`src/rtl/seven_segment_ctrl_pkg.sv`:
```
// Shared definitions for the seven-segment display peripheral.
// Holds the register map, the CTRL bit layout, the key debounce state
// encoding and a byte-enable merge helper used by the DATA register.
package seven_segment_ctrl_pkg;

  // Register select (i_addr)
  localparam logic ADDR_DATA = 1'b0;
  localparam logic ADDR_CTRL = 1'b1;

  // CTRL register bit positions
  localparam int CTRL_MODE_BIT = 0;
  localparam int CTRL_AUTO_BIT = 1;

  // Key debounce FSM states
  typedef enum logic [1:0] {
    UP      = 2'd0,
    WAIT_DN = 2'd1,
    DOWN    = 2'd2,
    WAIT_UP = 2'd3
  } db_state_t;

  // Replace only the bytes whose enable bit is set.
  function automatic logic [31:0] merge_bytes(input logic [31:0] old_val,
                                              input logic [31:0] new_val,
                                              input logic [3:0]  be);
    logic [31:0] res;
    res = old_val;
    for (int n = 0; n < 4; n++) begin
      if (be[n]) res[8*n +: 8] = new_val[8*n +: 8];
    end
    return res;
  endfunction

endpackage

```
`src/rtl/key_debounce.sv`:
```
// Push-button conditioner: 2-flop synchronizer followed by a four-state
// debounce FSM. A press is accepted only after DEBOUNCE_CYCLES consecutive
// low samples; release is debounced the same way but produces no event.
// Ports:
//   i_clk    system clock, rising edge
//   i_rst    asynchronous, active-high reset
//   i_key_n  raw active-low button, asynchronous to i_clk
//   o_press  one-cycle pulse on an accepted press
//   o_level  debounced level, 1 = released, 0 = held
module key_debounce
  import seven_segment_ctrl_pkg::*;
#(
  parameter int DEBOUNCE_CYCLES = 1000000
) (
  input  logic i_clk,
  input  logic i_rst,
  input  logic i_key_n,
  output logic o_press,
  output logic o_level
);

  localparam int CNT_W = (DEBOUNCE_CYCLES > 1) ? $clog2(DEBOUNCE_CYCLES) : 1;
  localparam logic [CNT_W-1:0] CNT_LAST = CNT_W'(DEBOUNCE_CYCLES - 1);

  logic             r_sync1;
  logic             r_sync2;
  db_state_t        r_state;
  db_state_t        w_state_nxt;
  logic [CNT_W-1:0] r_cnt;
  logic [CNT_W-1:0] w_cnt_nxt;
  logic             r_press;
  logic             w_press_nxt;

  // Synchronizer idles high so a reset never looks like a pressed key.
  always_ff @(posedge i_clk or posedge i_rst) begin
    if (i_rst) begin
      r_sync1 <= 1'b1;
      r_sync2 <= 1'b1;
    end else begin
      r_sync1 <= i_key_n;
      r_sync2 <= r_sync1;
    end
  end

  always_ff @(posedge i_clk or posedge i_rst) begin
    if (i_rst) begin
      r_state <= UP;
      r_cnt   <= '0;
      r_press <= 1'b0;
    end else begin
      r_state <= w_state_nxt;
      r_cnt   <= w_cnt_nxt;
      r_press <= w_press_nxt;
    end
  end

  // The counter only runs in the two WAIT states and is zeroed on every
  // transition, so it stops at CNT_LAST and can never wrap.
  always_comb begin
    w_state_nxt = r_state;
    w_cnt_nxt   = r_cnt;
    w_press_nxt = 1'b0;
    unique case (r_state)
      UP: begin
        if (!r_sync2) begin
          w_state_nxt = WAIT_DN;
          w_cnt_nxt   = '0;
        end
      end
      WAIT_DN: begin
        if (r_sync2) begin
          w_state_nxt = UP;
          w_cnt_nxt   = '0;
        end else if (r_cnt == CNT_LAST) begin
          w_state_nxt = DOWN;
          w_cnt_nxt   = '0;
          w_press_nxt = 1'b1;
        end else begin
          w_cnt_nxt = r_cnt + CNT_W'(1);
        end
      end
      DOWN: begin
        if (r_sync2) begin
          w_state_nxt = WAIT_UP;
          w_cnt_nxt   = '0;
        end
      end
      WAIT_UP: begin
        if (!r_sync2) begin
          w_state_nxt = DOWN;
          w_cnt_nxt   = '0;
        end else if (r_cnt == CNT_LAST) begin
          w_state_nxt = UP;
          w_cnt_nxt   = '0;
        end else begin
          w_cnt_nxt = r_cnt + CNT_W'(1);
        end
      end
      default: begin
        w_state_nxt = UP;
        w_cnt_nxt   = '0;
      end
    endcase
  end

  assign o_press = r_press;
  assign o_level = (r_state == UP) || (r_state == WAIT_DN);

endmodule

```
`src/rtl/seven_segment_ctrl.sv`:
```
// Bus-programmable front end for a 32-bit seven-segment decoder.
// DATA holds the 32-bit value to show; CTRL selects which 16-bit half is
// displayed (mode) and enables automatic half-swapping (auto_en). The half
// can also be swapped by a debounced push button.
// Ports:
//   i_clk, i_rst       clock (rising edge) and async active-high reset
//   i_we, i_re         single-cycle write / read strobes
//   i_addr             0 = DATA, 1 = CTRL
//   i_wdata, i_be      write data and DATA byte enables
//   o_rdata, o_rvalid  read data, valid one cycle after i_re
//   i_key_n            raw active-low button
//   o_data, o_mode     drive the decoder's i_data / i_mode directly
module seven_segment_ctrl
  import seven_segment_ctrl_pkg::*;
#(
  parameter int DEBOUNCE_CYCLES = 1000000,
  parameter int AUTO_PERIOD     = 50000000
) (
  input  logic        i_clk,
  input  logic        i_rst,
  input  logic        i_we,
  input  logic        i_re,
  input  logic        i_addr,
  input  logic [31:0] i_wdata,
  input  logic [3:0]  i_be,
  output logic [31:0] o_rdata,
  output logic        o_rvalid,
  input  logic        i_key_n,
  output logic [31:0] o_data,
  output logic        o_mode
);

  localparam int TMR_W = (AUTO_PERIOD > 1) ? $clog2(AUTO_PERIOD) : 1;
  localparam logic [TMR_W-1:0] TMR_LAST = TMR_W'(AUTO_PERIOD - 1);

  logic [31:0]      r_data;
  logic             r_mode;
  logic             r_auto_en;
  logic [TMR_W-1:0] r_timer;
  logic [31:0]      r_rdata;
  logic             r_rvalid;

  logic             w_press;
  logic             w_key_level_unused;
  logic             w_data_wr;
  logic             w_ctrl_wr;
  logic             w_tmr_expire;
  logic [31:0]      w_ctrl_word;
  logic [31:0]      w_rd_sel;

  key_debounce #(
    .DEBOUNCE_CYCLES(DEBOUNCE_CYCLES)
  ) u_key (
    .i_clk  (i_clk),
    .i_rst  (i_rst),
    .i_key_n(i_key_n),
    .o_press(w_press),
    .o_level(w_key_level_unused)
  );

  assign w_data_wr    = i_we && (i_addr == ADDR_DATA);
  assign w_ctrl_wr    = i_we && (i_addr == ADDR_CTRL);
  assign w_tmr_expire = r_auto_en && (r_timer == TMR_LAST);

  always_ff @(posedge i_clk or posedge i_rst) begin
    if (i_rst) begin
      r_data <= '0;
    end else if (w_data_wr) begin
      r_data <= merge_bytes(r_data, i_wdata, i_be);
    end
  end

  // Mode sources are mutually exclusive per cycle: a CTRL write beats a
  // button press, which beats timer expiry. Any of the three restarts the
  // timer, as does auto_en being off.
  always_ff @(posedge i_clk or posedge i_rst) begin
    if (i_rst) begin
      r_mode    <= 1'b0;
      r_auto_en <= 1'b0;
      r_timer   <= '0;
    end else begin
      if (w_ctrl_wr) begin
        r_mode    <= i_wdata[CTRL_MODE_BIT];
        r_auto_en <= i_wdata[CTRL_AUTO_BIT];
      end else if (w_press || w_tmr_expire) begin
        r_mode <= ~r_mode;
      end

      if (w_ctrl_wr || w_press || w_tmr_expire || !r_auto_en) begin
        r_timer <= '0;
      end else begin
        r_timer <= r_timer + TMR_W'(1);
      end
    end
  end

  always_comb begin
    w_ctrl_word                = '0;
    w_ctrl_word[CTRL_MODE_BIT] = r_mode;
    w_ctrl_word[CTRL_AUTO_BIT] = r_auto_en;
  end

  assign w_rd_sel = (i_addr == ADDR_CTRL) ? w_ctrl_word : r_data;

  // Read data is captured from the current register values, so a write in
  // the same cycle is not yet visible.
  always_ff @(posedge i_clk or posedge i_rst) begin
    if (i_rst) begin
      r_rvalid <= 1'b0;
      r_rdata  <= '0;
    end else begin
      r_rvalid <= i_re;
      r_rdata  <= i_re ? w_rd_sel : '0;
    end
  end

  assign o_rdata  = r_rdata;
  assign o_rvalid = r_rvalid;
  assign o_data   = r_data;
  assign o_mode   = r_mode;

endmodule

```
`config.mk`:
```
export PLATFORM = sky130hd
export DESIGN_NAME = seven_segment_ctrl
export DESIGN_NICKNAME = d
export VERILOG_FILES = /design/src/rtl/seven_segment_ctrl_pkg.sv /design/src/rtl/key_debounce.sv /design/src/rtl/seven_segment_ctrl.sv
export SDC_FILE = /design/constraint.sdc
export NUM_CORES = 1
export LEC_CHECK = 0
export ABC_AREA = 1
export BUFFER_PORTS_ARGS = -buffer_cell sky130_fd_sc_hd__buf_2
export CAP_MARGIN = 20
export CORE_ASPECT_RATIO = 2
export CORE_UTILIZATION = 55
export DETAILED_ROUTE_END_ITERATION = 6
export GPL_ROUTABILITY_DRIVEN = 0
export PLACE_DENSITY = 0.8
export SYNTH_ARGS = -nofsm -noshare
export SYNTH_HDL_FRONTEND = slang
export SYNTH_SLANG_ARGS = --single-unit
```
`constraint.sdc`:
```
create_clock -name i_clk -period 4.1 [get_ports i_clk]
set_input_delay 0.41 -clock i_clk [delete_from_list [all_inputs] [get_ports i_clk]]
set_output_delay 0.41 -clock i_clk [all_outputs]
set_load 0.005 [all_outputs]
```
Yosys cells after proc, flatten, opt, wreduce, memory -nomap -nowiden
Cells that the tools add are included.
Cells by class
  $add $sub $neg: 2
  equality and inequality tests: 9
  muxes and demuxes: 21
  bitwise gates (word level): 2
  reduce and logical (&&, ||, !) cells: 16
Operator list (number)
  $mux 20: 5
  $pmux 20 s4: 1
  $mux 32: 2
  $add 26x1->26 const B: 1
  $eq 26x26->1 const B: 1
  $mux 26: 1
  $add 20x1->20 const B: 1
  $eq 20x20->1 const B: 1
  $mux 2: 6
  $reduce_and 2->1: 5
  $pmux 2 s4: 1
  $mux 1: 5
  $eq 2x2->1 const B: 2
  $logic_or 1x1->1: 4
  $reduce_and 4->1: 1
  $logic_and 1x1->1: 3
  $ne 3x1->1 const B: 1
  $ne 3x3->1 const B: 1
  $eq 2x1->1 const B: 1
  $logic_not 2->1: 1
  $ne 2x1->1 const B: 1
  $ne 2x2->1 const B: 1
  $not 1->1: 2
  $reduce_bool 2->1: 1
  $logic_not 1->1: 1
Word-level totals
  register bits: 118
  input port bits: 42
  output and inout port bits: 66
  word-level logic and storage cells: 64

Depth between registers and ports, before layout
Gate-level depths: netlist of the first run.
  word-level depth: 5
  gate-level depth with buffers: 10
  depth with buffers taken out: 10

By module
Synthesis of the first run repeated with hierarchy kept, for this count alone.
Unflattened totals
  cells, all modules: 638
  area total of the unflattened synthesis: 5323.9 um^2
Modules (own cells, without submodules)
  seven_segment_ctrl: times used 1, cells an instance 447, area each 3870.0 um^2, sequential area each 2327.2 um^2
  key_debounce: times used 1, cells an instance 191, area each 1453.9 um^2, sequential area each 628.1 um^2

Worst setup path before layout of the first run
OpenSTA, ideal clock, no wires.
  path kind: register to register
  start point: register u_key.r_cnt[0]
  end point: register u_key.r_cnt[10]
  setup time: 123 ps
  arrival time: 1351 ps
  data required time: 3977 ps
  slack: 2626 ps
  stages on the path, launching flop included: 10
  buffers on the path: 1
  clock period less this slack: 1474 ps
  path through: dfrtp_1 ha_1 inv_1 nor2_4 nand2_4 nor2_4 a21oi_2 buf_6 o21ai_1 o21ai_1
Between the ends
  cells in the longest elaborated chain, start to end: 4
  elaborated cells between the ends (all ways): 6
  classes of those cells: 1 x add/sub; 1 x eq/ne; 4 x mux
Ends and longest elaborated chain
  start: declaration: line key_debounce.sv:29  | logic [CNT_W-1:0] r_cnt;
  start signal: assignment: line key_debounce.sv:52  | r_cnt <= w_cnt_nxt;
  $add 20x1->20 or $eq 20x20->1 (tied branches)
  $mux 20 *: line key_debounce.sv:74, key_debounce.sv:92
  $mux 20, on equally long branches: line key_debounce.sv:89, key_debounce.sv:71
  $pmux 20 s4 *: line key_debounce.sv:63  | unique case (r_state)
Every way passes the cells marked *; elsewhere a longest branch is shown, timed or not.
A chain may end at the register's enable or synchronous reset.

Final worst setup path of the first run
  start point: register u_key.r_cnt[0]
  end point: register u_key.r_cnt[15]
Same word-level chain as after synthesis.

==> metrics list, run 1 <==
* Run status: complete, no violations
- Count of final setup violators: 0
* Power density over the cells: 467 nW/um^2
- Post-detailed-route wirelength per cell: 15.3 um
- Number of sinks on the clock net: between 100 and 150
* Maximum clock path buffer count: 2
- Via count: about 4500
- The tool flagged a number of max-cap violations equal to 0.
* Combined flip-flop and latch cell area: between 2000 and 3000 um^2
- Of the synthesized area, sequential elements account for 54.9%.
* Cell area after synthesis: between 5000 and 6000 um^2
- Worst max-slew margin expressed relative to the limit: 42.3%
- Global-route wire length before repair: ~22 mm
* Number of instances in the synthesized netlist: around 630
* Number of fillers in the final layout: 724
* Worst min-delay path class: in2reg
* Cell breakdown of the critical path: ha_1, inv_1, nor2_4, nand2_4, nor2_4, a21oi_2, nand3_1, o21ai_1
- When the netlist entered floorplanning its net count stood at 670.
- Prior to clock tree synthesis, the placed netlist has a worst setup slack of ~2200 ps.
* Sum of routed wire length over all layers: 13.6 mm
* Setup TNS after final layout: 0 ps
* Worst-path clk slew: roughly 60 ps
- Unrepaired setup endpoints after global routing: false
* IR Drop Worst-Case VDD: around 0.00038 V
- Slew at the pin closest to its max-slew limit: 865 ps
- Prevailing post-synth register cell: sky130_fd_sc_hd__dfrtp_1
- CTS-repair resized insts: 0
- Adder-cell share of the synthesized area: 0.464%
- The H-tree was split into 4 levels.
* Starting density of the core: between 50 and 60%
- Warnings from Yosys: 0
- For this run, asynchronously set or reset flops after synthesis account for 100%.
- Post-route clock period utilization: around 45%
- Number of search-and-repair iterations in the first detailed-routing pass: 4
* Number of library cell types mapped by synthesis: 32
* Finished Layout Cells: ~900
- Clock tree skew after final layout: 12.8 ps
- Sequential cells burn 43.3% of the power.
- Post-layout minimum cycle time: approximately 1800 ps
- Timing would allow up to between 500 and 600 MHz.
* Fraction of the mapped netlist area in compound gates: about 6.1%
- Proportion of netlist area held by the largest area contributor: between 50% and 60%
- TritonCTS built the clock tree.
* Number of register bits inferred by synthesis: approximately 120
* Max Transition Viols Final: 0
- Arr. time, crit path: between 2000 and 2500 ps
- STA classifies the critical path endpoint as a register.
- Via count of the first global-routing pass: between 4000 and 5000
- CP max-delay cell: sky130_fd_sc_hd__dfrtp_1
- After clock tree synthesis, the setup repair step added 0 buffers.
- Multi-input gate area in the final layout: 2050 um^2
* Total count of hold-check failures in the final report: 0
* Placed cells: roughly 850
* GRT Total Usage: 28.9%
- The detailed router finished its first iteration with about 300 violations.
* Hold buffer count at cts: 0
- Die boundary width: ~72 um
- By area, the combinational part of the netlist is dominated by simple AND/OR/NAND/NOR gates.
- The die covers just over 10000 um^2.
* Largest net degree at the start of global routing: slightly above 70
* Source-to-sink clock delay at the later pin of the worst-skew pair: 420 ps
- Relative to the synthesized area, the layout overhead comes to 22.1%.
* Simple-gate portion of the synthesized area: 27.6%
* Type of element launching the critical path: register
- Along the worst path, the maximum fanout reaches 11.
* Proportion of total power due to net switching: 26.5%
- Crit Path Class: reg2reg
- Final ANT Viol Nets: 0
- Final WS setup: between 2000 and 2500 ps
- The initial antenna violation count came to 0.
* Area of the core region: ~9400 um^2
* Synth area leader: sky130_fd_sc_hd__dfrtp_1
* Leak pwr: about 3.3 nW
* Syn avg cell area: 8.61 um^2
- TritonCTS buffer count: 17
* Nets@finish: 788
- In the post-synthesis netlist, the biggest area contributors are sky130_fd_sc_hd__dfrtp_1, sky130_fd_sc_hd__nor2_1, sky130_fd_sc_hd__nand2_1.
- In the routed design, unresolved DRC markers number 0.
- CTS Root Buffer Type: sky130_fd_sc_hd__clkbuf_16
- Smallest hold slack: about 110 ps
* IO Count: 108
* Clock network power share: between 40% and 50%
* Final Instance Area: 6580 um^2
- Congestion Overflow GR: 0
* Row count: 50
* Post-synth EDFFs: 0
- In this run the vertical extent of the chip is 142 um.
- The internal portion of the total power is roughly 0.0023 W.
- The number of antenna diodes in the final layout is 0.
* Port bufs: 107
* DP Area: ~6000 um^2
- Summed over all nets, the half-perimeter wirelength after detailed placement is 9.48 mm.
- Area share of xor/xnor cells in the synthesized design: about 3.9%
- STA puts the critical path data required time at roughly 4400 ps.
- Measured against the total synthesized area, the mux share comes to 0%.
- Net switching power: about 0.00081 W
* Vias per Instance: approximately 5.1
* Gate power share: between 10% and 20%
- Crit-path max cell delay: 450 ps
- Top cell by count, worst path: sky130_fd_sc_hd__nor2_4
- Share of layout cells above drive strength 1: 25.8%
==> power by group through the flow <==
stage          Sequential [W]  Clock (W)  Combinational [W]
2_1_floorplan         0.00134          0           0.000198
3_3_place_gp          0.00134          0           0.000337
3_5_place_dp          0.00135          0           0.000351
4_1_cts               0.00133    0.00139           0.000358
5_1_grt               0.00134    0.00144           0.000397
6_report              0.00133    0.00139           0.000355
==> metal layers <==
layer	vias to the layer above	global-route usage, %	wire length (um)
met5	-	0	0
met4	0	16.3	522
met3	42	7.65	665
met2	156	50.7	7450
met1	2172	30.6	4920
li1	2179	-	-
==> path summary, 6_finish.rpt <==
path	end	depth (start not counted)	startpoint	slack, ps
worst max-delay path	u_key.r_cnt[15]	8	u_key.r_cnt[0]	2260
worst min-delay path	u_key.r_sync1	1	i_key_n	110
worst max register to register	u_key.r_cnt[15]	8	u_key.r_cnt[0]	2260
worst min register to register	u_key.r_sync2	0	u_key.r_sync1	360
max in group asynchronous	o_data[24]	3	i_rst	3030
min in group asynchronous	o_data[0]	2	i_rst	170
==> cell families (layout without fill, tap and decap cells) <==
group / Yosys count / count (layout)
flops: 118 / 118
compound gates: 63 / 63
buf+inv: 89 / 218
simple gates: 330 / 330
xor+xnor: 24 / 24
fa+ha+maj: 2 / 2
==> cell usage in the layout (no fill, tap or decap), drive strengths merged <==
cell and count:
clkbuf 21, buf 110, o21ai 21, o22ai 1, xnor2 8, o21bai 2, nand3b 3, nand4 8
nor3 6, nand2 124, clkinvlp 2, ha 2, xor2 16, nand3 34, bufinv 1, dfstp 2
inv 78, nor2 154, clkinv 6, dfrtp 116, a21oi 39, or2 1
==> worst max-delay path, delay by kind of cell (launching register included) <==
kind / cells / cell delay [ps]
flip-flops: 1 / 450
AND/OR/NAND/NOR: 4 / 360
adder cells (fa/ha/maj): 1 / 270
buffers and inverters: 1 / 100
AO/OA/AOI/OAI: 2 / 560
==> flip-flops by register name (all words and copies together), names as in the netlist, named ones only <==
register and flops:
o_rvalid 1, r_timer 26, o_rdata 32, u_key.r_sync2 1, u_key.r_state 1, r_auto_en 1, u_key.o_press 1, u_key.r_cnt 20
o_data 32, o_mode 1, u_key.r_sync1 1
==> layout make-up <==
class,count,area share (%)
Clock buffer,21,7.15
Clock inverter,9,1.20
Inverter,78,4.49
Multi-Input combinational cell,419,31.2
Sequential cell,118,44.9
Tap cell,130,2.47
Timing Repair Buffer,110,8.59
==> per-stage QoR <==
stage               total power [W]  utilization [%]
floorplan                   0.00154                -
finish                      0.00307             69.7
CTS                         0.00308             69.5
global route                0.00318             69.7
global placement            0.00168             63.7
detailed placement          0.00170             63.7
==> synth_stat cells, types with 3 or more instances <==
library cell	number
sky130_fd_sc_hd__xnor2_1	8
sky130_fd_sc_hd__clkbuf_1	3
sky130_fd_sc_hd__xor2_1	16
sky130_fd_sc_hd__nand2_1	112
sky130_fd_sc_hd__nor3_1	5
sky130_fd_sc_hd__a21oi_1	38
sky130_fd_sc_hd__nor2_2	29
sky130_fd_sc_hd__o21ai_0	14
sky130_fd_sc_hd__nor2_1	121
sky130_fd_sc_hd__inv_1	76
sky130_fd_sc_hd__nand3_1	31
sky130_fd_sc_hd__nand2_2	11
sky130_fd_sc_hd__nor2_4	4
sky130_fd_sc_hd__buf_2	5
sky130_fd_sc_hd__dfrtp_1	116
sky130_fd_sc_hd__nand4_1	8
sky130_fd_sc_hd__nand3b_1	3
sky130_fd_sc_hd__o21ai_1	7
No activity file was read; power rests on OpenSTA's default activity.
==> inputs of run 2 (changes only) <==
==> constraint.sdc (replaced) <==
create_clock -name i_clk -period 1.77 [get_ports i_clk]
set_input_delay 0.177 -clock i_clk [delete_from_list [all_inputs] [get_ports i_clk]]
set_output_delay 0.177 -clock i_clk [all_outputs]
set_load 0.005 [all_outputs]
==> run 2 against run 1 <==
Net effect:
- die area unchanged
- setup slack lost 2100 ps
- maximum frequency up 13%
- sequential power grew 130%
- clock skew decreased by 6.7 ps
- sequential share of layout area down 1.1 points
- largest power group unchanged
- hold slack worse by 84 ps
- routed wire length is 2.2% higher
- count of clock-buffer cells in the layout grew 1
- largest cell class unchanged
==> metrics list, run 2 (synthesis results as in run 1) <==
- Across the routed clock network, the largest skew measured is between 6 and 7 ps.
- Wires add up to about 14 mm.
- Summing over every cut layer, the via total after detailed routing is approximately 4700.
- Fill cells in the final layout number about 730.
- Counting along the longest clock path gives a buffer depth of 2.
* Post-route clock period utilization: approximately nine tenths
- The number of slew-limit violations in the final report is 0.
* Via count of the first global-routing pass: 4805
- Type of element launching the critical path: register
- The design draws 0.00728 W.
- In this design, the critical path's most frequently occurring cell is sky130_fd_sc_hd__nor2_4.
- On the critical path, the stage with the largest delay is an instance of sky130_fd_sc_hd__dfrtp_1.
* H-tree levels: 4
- Largest net degree at the start of global routing: 50
- Multi-input gate area in the final layout: between 2000 and 2500 um^2
- Global-route wire length before repair: roughly 22 mm
- The area growth from synthesis to layout is 25.3%.
* Run status: complete, no violations
- Once the floorplan was initialized, standard cells occupied 57.0% of the core.
- The critical path contains buffers and inverters numbering 2 combined.
- The total count of hold-check failures in the final report was 0.
* Hold buffer count at cts: 4
* Commonest non-fill, non-tap cells in the layout: sky130_fd_sc_hd__nor2_1, sky130_fd_sc_hd__dfrtp_1, sky130_fd_sc_hd__nand2_1, sky130_fd_sc_hd__buf_2, sky130_fd_sc_hd__inv_1
- Slew at the pin closest to its max-slew limit: between 500 and 600 ps
- The core region is approximately 9400 um^2.
- Measured along the y axis, the die boundary spans ~140 um.
* Power density over the cells: ~1100 nW/um^2
- Nets@finish: 802
- Setup violations remaining at the end of the flow were counted as 0.
- The total overflow left after global routing is 0.
- Port bufs: between 100 and 150
* Smallest hold slack: around 21 ps
* Source-to-sink clock delay at the later pin of the worst-skew pair: roughly 400 ps
- Final WS setup: around 150 ps
* CTS-repair resized insts: 0
- The floorplan step defined a die boundary enclosing roughly 10000 um^2.
- Setup repair after global routing left no endpoint under its margin.
- IR Drop Worst-Case VDD: ~0.00080 V
- The tool flagged a number of max-cap violations equal to 0.
- The floorplan has 50 rows.
* Worst-path clk slew: approximately 50 ps
- CTS tree: built
- Worst min-delay path class: in2reg
* Post-detailed-route DRC marker count: 0
* Vias per Instance: 5.18
- After layout, the minimum clock period comes to 1620 ps.
- The first detailed-routing pass took 5 iterations.
- about 110 I/O pins were placed.
- Number of antenna diodes: 0
- At the worst endpoint, the required time is between 2000 and 2500 ps.
- The post-route netlist has around a quarter of its cells at a drive strength greater than 1.
- Die boundary width: between 70 and 80 um
* Top achievable clock speed: between 600 and 700 MHz
* Arr. time, crit path: between 1500 and 2000 ps
- Post-CTS setup buffer count: 0
- Crit Path Class: reg2reg
- TritonCTS buffer count: 17
- In this run the static leakage power is about 3.4 nW.
* Combined flip-flop and latch cell area: about 3000 um^2
- Post-detailed-route wirelength per cell: about 15 um
- Most common library cell in the layout ignoring fill and taps: sky130_fd_sc_hd__nor2_1
* Cell type group with the largest total delay on the critical path: simple AND/OR/NAND/NOR gates
* Final HPWL from detailed placement: 9.77 mm
* CP max FO: 11
- OpenSTA, run right after detailed placement, puts the worst setup slack at about 180 ps.
- The first routing iteration left 223 violations.
* Final design utilization: a little under three quarters
- CTS Root Buffer Type: sky130_fd_sc_hd__clkbuf_16
- For this run, the total global-route usage over all layers was measured as between 20% and 30%.
* Cell breakdown of the critical path: ha_1, inv_1, nor2_4, nand2_4, nor2_4, a21oi_2, buf_4, nand3_1, nand2_1
- Headroom to the max-slew limit came out at about three fifths.
* CP Capture Type: register
* Final ANT Viol Nets: 0
* Number of antenna violations at the first check in global routing: 0
* Crit-path max cell delay: 390 ps
* Number of sinks on the clock net: between 100 and 150
- Setup TNS after final layout: 0 ps
run 2: cell count changes in the layout (fill, tap and decap cells not counted):
| cell | before | now |
|---|---|---|
| sky130_fd_sc_hd__buf_12 | 0 | 3 |
| sky130_fd_sc_hd__buf_4 | 2 | 10 |
| sky130_fd_sc_hd__buf_8 | 1 | 0 |
| sky130_fd_sc_hd__bufinv_16 | 1 | 2 |
| sky130_fd_sc_hd__clkbuf_1 | 1 | 2 |
| sky130_fd_sc_hd__dlygate4sd3_1 | 0 | 4 |
| sky130_fd_sc_hd__inv_4 | 1 | 0 |
run 2: worst min-delay path: stages:
cell and delay (ps):
sky130_fd_sc_hd__buf_2 80, sky130_fd_sc_hd__nor2_1 30, sky130_fd_sc_hd__a21oi_1 90
run 2: where the power goes:
| part | internal [W] | total [W] | switching [W] |
|---|---|---|---|
| logic | 0.000352 | 0.000901 | 0.000549 |
| registers | 0.00293 | 0.00306 | 0.000136 |
| clock network | 0.00216 | 0.00332 | 0.00116 |
run 2: layer usage:
metal / global-route usage [%] / part of all wire, % / vias to the layer above
li1: - / - / 2213
met1: 29.4 / 36 / 2245
met2: 52.4 / 56 / 163
met3: 5.81 / 4.2 / 45
met4: 19.0 / 4.4 / 0
met5: 0 / 0 / -
run 2: final timing paths:
check,start,end,slack (ps),depth (start not counted)
worst max-delay path,u_key.r_cnt[1],u_key.r_cnt[16],150,9
worst min-delay path,i_wdata[22],o_data[22],20,3
worst max register to register,u_key.r_cnt[1],u_key.r_cnt[16],150,9
worst min register to register,u_key.r_sync1,u_key.r_sync2,360,0
max in group asynchronous,i_rst,u_key.r_sync1,680,4
min in group asynchronous,i_rst,o_data[24],390,3
run 2: area by class of cell:
class	count	share of cell area [%]
multi-input cells	419	30.4
inverters	78	4.39
flip-flops and latches	118	43.8
repair buffers	124	10.5
clock buffers	22	7.02
clock inverters	9	1.50
well taps	130	2.41
run 2: stage by stage:
stage / area [um^2] / std cells
floorplan: 5390 / 626
global placement: 6140 / 865
detailed placement: 6140 / 865
CTS: 6750 / 900
global route: 6750 / 900
finish: 6750 / 900
==> inputs of run 3 (changes only) <==
--- a/config.mk
+++ b/config.mk
@@ -12,7 +12,7 @@
 export CORE_UTILIZATION = 55
 export DETAILED_ROUTE_END_ITERATION = 6
 export GPL_ROUTABILITY_DRIVEN = 0
-export PLACE_DENSITY = 0.8
+export PLACE_DENSITY_LB_ADDON = 0.3
 export SYNTH_ARGS = -nofsm -noshare
 export SYNTH_HDL_FRONTEND = slang
 export SYNTH_SLANG_ARGS = --single-unit
==> run 3 against run 2 <==
Net effect:
- combinational power rose by 2%
- count of clock-buffer cells in the layout decreased by 4
- power increased by 2.0%
- design area increased by 0.96%
- largest power group unchanged
- setup slack got worse by 6.7 ps
- sequential share of layout area shrank 0.42 points
==> metrics list, run 3 (synthesis results as in run 1) <==
- The via count of the first global-routing pass was between 4000 and 5000.
- The die is 142 um tall.
- Count of final setup violators: 0
* Clock tree skew after final layout: slightly below 9 ps
* Port bufs: between 100 and 150
- For this block, the initial DRC count from the detailed router was about 260.
- CTS-repair resized insts: 0
- Across all setup checks in the final design, the least slack found is 140 ps.
- The number of buffers and inverters on the critical path is 2.
* Worst max-slew margin expressed relative to the limit: between 60% and 70%
* Nets@finish: approximately 810
- Number of sinks on the clock net: about 120
- At the placement stage, the worst setup path has a slack of 171 ps.
- The layout has a little over 700 filler cells.
- Post-CTS setup buffer count: 0
- Relative to the synthesized area, the layout overhead comes to 26.5%.
- In this run the critical register-to-register path is captured at u_key.r_cnt[10].
- Die boundary width: 72.0 um
* Max Transition Viols Final: 0
* TritonCTS buffer count: 17
- The count of cells in the finished layout, fillers not included, comes to between 900 and 1000.
* Startpoint of the lowest-slack register-to-register path: u_key.r_cnt[1]
- In the final layout, the share of cells above drive strength 1 is about a quarter.
- Unrepaired setup endpoints after global routing: false
- Leak pwr: about 3.4 nW
- Destination of the critical timing path: u_key.r_cnt[10]
- After global routing, the most crowded layer is met2.
* Register-to-register setup slack: between 100 and 150 ps
* Largest net degree at the start of global routing: 58
- Multi-input gate area in the final layout: ~2100 um^2
- In this run the power density over the cells is between 1000 and 1500 nW/um^2.
- Type of element launching the critical path: register
- Total count of hold-check failures in the final report: 0
- For this design the top-level I/O count stands at 108.
- After detailed routing, the number of remaining DRC violations is 0.
* Hold buffer count at cts: 10
* Crit. path cell count: 9
- The top cell types in the final layout, fill and taps aside, are sky130_fd_sc_hd__nor2_1, sky130_fd_sc_hd__dfrtp_1, sky130_fd_sc_hd__nand2_1, sky130_fd_sc_hd__buf_2, sky130_fd_sc_hd__inv_1.
* Setup TNS after final layout: 0 ps
- CP max FO: 11
- Starting density of the core: between 50% and 60%
* Source-to-sink clock delay at the later pin of the worst-skew pair: roughly 420 ps
- The first global-routing pass estimated approximately 23 mm of wire.
- The first TritonRoute pass finished after 5 iterations.
- Worst setup path startpoint: u_key.r_cnt[1]
- For this run, global-route usage on met2 was measured as between 50% and 60%.
- Crit Path Class: reg2reg
* Post-layout minimum cycle time: 1630 ps
* Worst-path clk slew: about 60 ps
- At the worst endpoint, the required time is 2070 ps.
- CP max-delay cell: sky130_fd_sc_hd__dfrtp_1
- At the pin with the least slew margin, the transition time is around 550 ps.
- Counting along the longest clock path gives a buffer depth of 2.
- The tightest hold path in the finished design has a slack of ~14 ps.
* Top achievable clock speed: between 600 and 700 MHz
* Final Instance Area: around 6800 um^2
- H-tree levels: 4
- Max capacitance violation total: 0
- Vias per Instance: a little over 5
- TritonCTS built the clock tree.
- STA classifies the critical path endpoint as a register.
* Final HPWL from detailed placement: about 9.8 mm
- Arr. time, crit path: just under 2000 ps
- For this block, the routed nets add up to between 10 and 15 mm of wire.
* Row count: 50
* Met1 capacity usage during global routing: 28.5%
- The die covers 10200 um^2.
- The signal on the critical path passes through ha_1, inv_1, nor2_4, nand2_4, nor2_4, a21oi_2, buf_4, o21ai_1, o21ai_1.
- The run finished with clean final reports.
- Worst min-delay path class: in2reg
* DP Area: between 6000 and 7000 um^2
- Cell type group with the largest total delay on the critical path: flip-flops
* Most common library cell in the layout ignoring fill and taps: sky130_fd_sc_hd__nor2_1
- The initial antenna violation count is 0.
- Once detail routing completed, the nets flagged for antenna violations numbered 0.
* Worst r2r path cells: 9
- Via count: roughly 4700
- In the final routed layout, each cell accounts on average for around 15 um.
- Placed cells: between 800 and 900
- Area of the core region: roughly 9400 um^2
* Congestion Overflow GR: 0
* Crit-path max cell delay: between 300 and 400 ps
- GRT Total Usage: just under 30%
- For met3 alone, demand over resource in global routing was under 10%.
- Dividing the final minimum period by the clock period gives between 90% and 100%.
* IR Drop Worst-Case VDD: approximately 0.001 V
- Combined flip-flop and latch cell area: 2960 um^2
* CTS Root Buffer Type: sky130_fd_sc_hd__clkbuf_16
-- run 3: cell types whose count changed in the layout (fill, tap and decap cells not counted) --
cell and change:
sky130_fd_sc_hd__clkbuf_1 -1, sky130_fd_sc_hd__inv_6 +7, sky130_fd_sc_hd__buf_4 -2, sky130_fd_sc_hd__clkbuf_8 -3, sky130_fd_sc_hd__clkinv_2 -5, sky130_fd_sc_hd__diode_2 +1, sky130_fd_sc_hd__inv_8 +1, sky130_fd_sc_hd__clkinvlp_4 +2
sky130_fd_sc_hd__dlygate4sd3_1 +6
-- run 3: how the worst min path moves through the flow --
stage	slack, ps	start	cells after the start	endpoint
detailed placement	250	i_rst	2	o_rdata[8]
global placement	240	i_rst	2	o_rdata[8]
CTS	3	i_wdata[13]	3	o_data[13]
finish	10	i_wdata[13]	3	o_data[13]
floorplan	180	i_key_n	0	u_key.r_sync1
global route	10	i_wdata[3]	3	o_data[3]
-- run 3: metrics by stage --
step	power [W]	util [%]
2_1_floorplan	0.00357	-
3_3_place_gp	0.00394	64.8
3_5_place_dp	0.00398	64.8
4_1_cts	0.00749	72.1
5_1_grt	0.00771	72.1
6_report	0.00743	72.2
-- run 3: cell type report --
class / instances / area share (%)
antenna: 1 / 0.0367
clock buffer: 18 / 6.29
clock inverter: 14 / 2.40
inverter: 78 / 4.35
multi-input combinational: 419 / 30.1
sequential: 118 / 43.3
tap: 130 / 2.39
timing repair buffer: 128 / 11.1
-- run 3: worst min-delay path: cells and delay by family --
kind	cells	cell delay, ps
AND/OR/NAND/NOR	1	30
buffers and inverters	1	80
AO/OA/AOI/OAI	1	100
-- run 3: power breakdown --
part           internal, W  switching (W)
Combinational     0.000359       0.000562
Sequential         0.00292       0.000131
Clock              0.00211        0.00134
Total              0.00539        0.00204
-- run 3: layer usage --
metal / vias up / routed length, um
met5: - / 0
met4: 0 / 646
met3: 47 / 488
met2: 134 / 7990
met1: 2305 / 4750
li1: 2218 / -
